**src/rtl/pipe_memwb_stage.sv**
```systemverilog
// rtl/pipe_memwb_stage.sv - MEM/WB pipeline register chain with writeback select and forwarding
module pipe_memwb_stage #(
    parameter int DATA_W = 32,
    parameter int REG_W  = 5,
    parameter int DEPTH  = 1
) (
    input  logic              clk,
    input  logic              rst_n,
    input  logic              stall,
    input  logic              flush,
    input  logic              in_valid,
    input  logic              in_reg_write,
    input  logic              in_mem_to_reg,
    input  logic [DATA_W-1:0] in_read_data,
    input  logic [DATA_W-1:0] in_alu_result,
    input  logic [REG_W-1:0]  in_dest,
    input  logic [REG_W-1:0]  src_a,
    input  logic [REG_W-1:0]  src_b,
    output logic              wb_we,
    output logic [REG_W-1:0]  wb_dest,
    output logic [DATA_W-1:0] wb_data,
    output logic              out_valid,
    output logic              fwd_hit_a,
    output logic [DATA_W-1:0] fwd_data_a,
    output logic              fwd_hit_b,
    output logic [DATA_W-1:0] fwd_data_b
);

    localparam int LAST = DEPTH - 1;

    logic              st_valid [DEPTH];
    logic              st_rw    [DEPTH];
    logic              st_m2r   [DEPTH];
    logic [DATA_W-1:0] st_rd    [DEPTH];
    logic [DATA_W-1:0] st_alu   [DEPTH];
    logic [REG_W-1:0]  st_dest  [DEPTH];
    logic [DATA_W-1:0] st_sel   [DEPTH];
    logic              st_wr    [DEPTH];

    always_ff @(posedge clk or negedge rst_n) begin
        if (!rst_n) begin
            for (int k = 0; k < DEPTH; k++) begin
                st_valid[k] <= 1'b0;
                st_rw[k]    <= 1'b0;
                st_m2r[k]   <= 1'b0;
                st_rd[k]    <= '0;
                st_alu[k]   <= '0;
                st_dest[k]  <= '0;
            end
        end else begin
            // A flush always lands a bubble in stage 0, even while the rest of the chain is stalled
            if (flush) begin
                st_valid[0] <= 1'b0;
                st_rw[0]    <= 1'b0;
                st_m2r[0]   <= in_mem_to_reg;
                st_rd[0]    <= in_read_data;
                st_alu[0]   <= in_alu_result;
                st_dest[0]  <= in_dest;
            end else if (!stall) begin
                st_valid[0] <= in_valid;
                st_rw[0]    <= in_valid & in_reg_write;
                st_m2r[0]   <= in_mem_to_reg;
                st_rd[0]    <= in_read_data;
                st_alu[0]   <= in_alu_result;
                st_dest[0]  <= in_dest;
            end
            if (!stall) begin
                for (int k = 1; k < DEPTH; k++) begin
                    st_valid[k] <= st_valid[k-1];
                    st_rw[k]    <= st_rw[k-1];
                    st_m2r[k]   <= st_m2r[k-1];
                    st_rd[k]    <= st_rd[k-1];
                    st_alu[k]   <= st_alu[k-1];
                    st_dest[k]  <= st_dest[k-1];
                end
            end
        end
    end

    always_comb begin
        fwd_hit_a  = 1'b0;
        fwd_data_a = '0;
        fwd_hit_b  = 1'b0;
        fwd_data_b = '0;
        for (int k = 0; k < DEPTH; k++) begin
            st_sel[k] = st_m2r[k] ? st_rd[k] : st_alu[k];
            st_wr[k]  = st_valid[k] & st_rw[k] & (st_dest[k] != '0);
        end
        // Scan oldest to youngest so the youngest qualifying writer wins
        for (int k = DEPTH - 1; k >= 0; k--) begin
            if (st_wr[k] && (st_dest[k] == src_a)) begin
                fwd_hit_a  = 1'b1;
                fwd_data_a = st_sel[k];
            end
            if (st_wr[k] && (st_dest[k] == src_b)) begin
                fwd_hit_b  = 1'b1;
                fwd_data_b = st_sel[k];
            end
        end
    end

    assign wb_we     = st_wr[LAST];
    assign wb_dest   = st_dest[LAST];
    assign wb_data   = st_sel[LAST];
    assign out_valid = st_valid[LAST];

endmodule

```
**config.mk**
```make
export PLATFORM = sky130hd
export DESIGN_NAME = pipe_memwb_stage
export DESIGN_NICKNAME = d
export VERILOG_FILES = /design/src/rtl/pipe_memwb_stage.sv
export SDC_FILE = /design/constraint.sdc
export NUM_CORES = 1
export LEC_CHECK = 0
export BUFFER_PORTS_ARGS = -buffer_cell sky130_fd_sc_hd__buf_2
export CORE_MARGIN = 10
export CORE_UTILIZATION = 47
export DETAILED_ROUTE_END_ITERATION = 10
export PLACE_DENSITY = 0.87
export REMOVE_ABC_BUFFERS = 1
export SLEW_MARGIN = 30
export SYNTH_ARGS = -nofsm -noshare
export SYNTH_HDL_FRONTEND = slang
export SYNTH_SLANG_ARGS = --single-unit
```
**constraint.sdc**
```tcl
create_clock -name clk -period 1.9 [get_ports clk]
set_clock_uncertainty 0.05 [all_clocks]
set_input_delay 0.285 -clock clk [delete_from_list [all_inputs] [get_ports clk]]
set_output_delay 0.285 -clock clk [all_outputs]
set_load 0.05 [all_outputs]
```
# Yosys cells after proc, flatten, opt, wreduce, memory -nomap -nowiden
# Cells that the tools add are included.
[op_classes]
eq_ne = 3
n_mux = 17
n_bitwise = 3
n_reduce_logical = 3
[ops]
columns = ["cell", "count"]
rows = [
  ["2-to-1 mux 32 bit", 7],
  ["== test 5 bit", 2],
  ["2-to-1 mux 5 bit", 2],
  ["2-to-1 mux 1 bit", 8],
  ["nonzero test 5 bit", 1],
  ["bitwise AND 1 bit", 3],
  ["logical AND 1 bit", 2],
  ["!= test 2 x 1 -> 1 bit (second input constant)", 1],
]
[word_totals]
regBits = 72
output_inout_bits = 105
elab_cells = 32

# Logic depth before layout (Yosys ltp)
[logic_depth]
ltp_word = 4
depth_mapped = 5
mapped_depth_nobuf = 3

# Worst setup path after synthesis
# OpenSTA, ideal clock, no wires.
[synth_timing]
kind = "flip-flop to output port"
startpoint = "register st_dest (netlist bit wb_dest[0])"
endpoint = "output port fwd_data_b[10]"
t_arrival_ns = 2.596
path_slack_ns = -1.031
stages_incl_launch_ff = 5
path_cell_list = "dfrtp_1 > buf_2 > buf_1 > o211ai_2 > nor3_1"
[synth_between]
elab_chain_len = 4
elab_cells_between_ends = 5
[synth_rtl]
columns = ["element", "line_no", "text"]
rows = [
  ["start: declaration", "36", "logic [REG_W-1:0] st_dest [DEPTH];"],
  ["start signal: indexed assignment", "74", "st_dest[k] <= st_dest[k-1];"],
  ["nonzero test 5 bit", "87", "st_wr[k] = st_valid[k] & st_rw[k] & (st_dest[k] != '0);"],
  ["bitwise AND 1 bit", "87", ""],
  ["logical AND 1 bit (*)", "95", "if (st_wr[k] && (st_dest[k] == src_b)) begin"],
  ["2-to-1 mux 32 bit (*)", "95", ""],
  ["end: declaration", "26", "output logic [DATA_W-1:0] fwd_data_b"],
]
# Every way passes the cells marked *; elsewhere a longest branch is shown, timed or not.

# Worst setup path in the final report
[layout_timing]
startpoint = "register st_dest (netlist bit wb_dest[1])"
endpoint = "output port fwd_data_b[0]"
# Same word-level chain as after synthesis.

==> flow_summary.ini <==
[logic_synthesis]
synth_top_area_share_pct = 44.90
synth_top_cells_by_area = dfrtp_1 45%, mux2_2 29%, o211ai_2 9.4%
synth-async-reset-ratio_pct = 100.0
synth_seq_cells = 72
synth_area_sq_um = 4013
ys_seq_area_share_pct = 44.90
synth_cells = 332
synth_most_common_cell = mux2_2
netlist_top_cells_count = 102 x mux2_2, 72 x dfrtp_1, 66 x nor3_1, 30 x o211ai_2, 16 x buf_2
synth_edf_count = 0
synth.largest_area_cell = dfrtp_1
avgSynthCellArea_sq_um = 12.09
ys.flop_type = dfrtp_1
yosysWarnings = 0
synth_cell_types = 21

[layout]
antenna_cells = 0
area_growth_pct = 49.14
fin_cells = 638
layout-drive-gt1-share_pct = 70.17
nNetsFinal = 615
fillers = 568
postLayoutCellArea_sq_um = 5984

[placed_design]
gp_congestion = 0.8099
io_buffer_count = 190
place_inst = 616
postPlaceCellArea_sq_um = 5191
hpwl_mm = 9.977

[global_routing]
grtUsageTotal_pct = 20.10
grt_antenna_before_repair = 0
grt_pass1_vias = 4016
grt_max_degree = 73
grt_pass1_wl_mm = 20.83
grt-ovfl-total = 0

[pwr]
leakagePower_nw = 2.738
p_per_area_nw_per_um2 = 724.3
p_sw_mw = 1.454
power.share.combinational_pct = 33.3
p_seq_share_pct = 40.0
pwr-share-clk_pct = 26.7
peakVddDrop_mv = 0.5208
switching_share_pct = 33.55
p_int_mw = 2.880

[run]
drv_cap = 0

[outcome]
violations = setup timing
status = finished with violations

[floorplanning]
io_pins = 191
start_util_pct = 48.59
rows = 33
core_area_sq_um = 8258
dieHeight_um = 112.4
die_x_um = 112.4
die-area_sq_um = 12630

[route]
viasPerCell = 5.668
highest_layer = met4
met2_length_mm = 7.099
first_iter_violations = 285
m1WireLength_mm = 5.097
num_vias = 3616
first_pass_iters = 4
wl_mm = 13.79
antenna_left = 0
drc = 0
wl_met3_mm = 1.197
wl_per_cell_um = 21.61

[timing]
rsz0062_at_grt = yes
hold_violations = 0
slew_viol_final = 0
setup_ws_ps = -455.2
relSlewSlack_pct = 74.40
tightest_slew_ps = 384.0
fmax_mhz = 424.6
setup_viol = 68
finalCritPeriodShare_pct = 124.0
min_period_ps = 2355

[clock_network]
cts-buffers-inserted = 9
cts.htree.levels = 3
path_clk_slew_ps = 70
clk_latency_ps = 330
cts_root_buffer = clkbuf_8
cts_tree = done
cts.sinks = 72
cts_buffer_depth = 2

[worst_hold_path]
hold_class = in -> reg

[worst_setup_path]
timing.setup.critical_path_class = reg -> out
crit_path_start_kind = flip-flop
end_kind = primary output
worstPathMaxFanout = 18
crit_required_ps = 1560
cp.arrival_ps = 2020
path summary, 6_finish.rpt:
check	startpoint	to	slack (ps)	cells past startpoint
worst max register to register	wb_dest[0]	wb_dest[0]	690	2
max in group asynchronous	rst_n	wb_dest[0]	990	3
worst min-delay path	flush	st_rw	90	2
min in group asynchronous	rst_n	st_alu[11]	470	3
worst min register to register	st_alu[9]	st_alu[9]	450	1
worst max-delay path	wb_dest[1]	fwd_data_b[0]	-460	5
metal layers:
layer  global-route usage (%)  vias up
met2                    34.88      178
li1                         -     1613
met4                    8.629        0
met3                    7.561       39
met1                    21.40     1786
met5                        0        -
kinds of logic (layout without fill, tap and decap cells):
| family | after synthesis | count (layout) | synth area share, % |
|---|---|---|---|
| buffers and inverters | 37 | 238 | 4.521 |
| and+or+nand+nor | 76 | 76 | 9.542 |
| muxes | 103 | 103 | 28.87 |
| DFF | 72 | 72 | 44.90 |
| AOI/OAI and AO/OA | 34 | 34 | 9.978 |
| xor gates and xnor gates | 10 | 10 | 2.183 |
metrics by stage:
step	util, %	power, mW	hold WS (ps)	setup WS (ps)	TNS (ps)
floorplan	-	2.556	-60.59	-2098	-181380
global placement	62.86	2.943	287.3	-287.9	-12360
detailed placement	62.86	2.987	295.2	-345.7	-14870
CTS	68.76	4.219	64.55	-470.0	-25460
global route	72.47	4.526	73.46	-574.6	-30340
finish	72.47	4.335	85.37	-455.2	-24650
state kept, by name, indices dropped and copies added, names as in the netlist:
register	cells
out_valid	1
st_alu	32
st_rd	32
st_m2r	1
wb_dest	5
st_rw	1
cells in the final DEF, fill, tap and decap left out, types with 3 or more instances in the layout:
cell type	count
buf_2	98
buf_12	9
dfrtp_1	71
o211ai_2	26
nand2_1	3
o211ai_4	4
buf_4	82
mux2_2	84
buf_6	29
nor3_2	3
clkbuf_8	10
xnor2_1	10
nor3_1	63
mux2_4	18
critical path, cell delays in order (launching register included):
cell and delay [ps]:
dfrtp_1 380, or4_4 580, buf_12 190, o211ai_1 240
nor3_1 100, buf_4 200
power groups by stage:
stage	Clock, mW	Combinational [mW]	Sequential [mW]
after global placement	0	1.20	1.74
after detailed placement	0	1.23	1.76
after CTS	1.19	1.30	1.73
after floorplan	0	0.748	1.81
final	1.16	1.44	1.73
after global routing	1.26	1.52	1.75
cell type report:
type                    count  area, sq um  area share (%)
repair buffers            222         1688           28.20
multi-input cells         223         2171           36.27
flip-flops and latches     72         1803           30.13
clock buffers              12        145.1           2.425
inverters                   1        3.754         0.06272
clock inverters             3        42.54          0.7109
well taps                 105        131.4           2.195
timing repair:
action	in CTS	in global routing
pin swaps	2	2
cloned	0	2
hold buffers	1	0
endpoints found under the hold margin	72	0
endpoints found under the setup margin	86	98
setup buffers	2	2
gates resized for setup	95	77
Power figures use the tool's default switching activity.
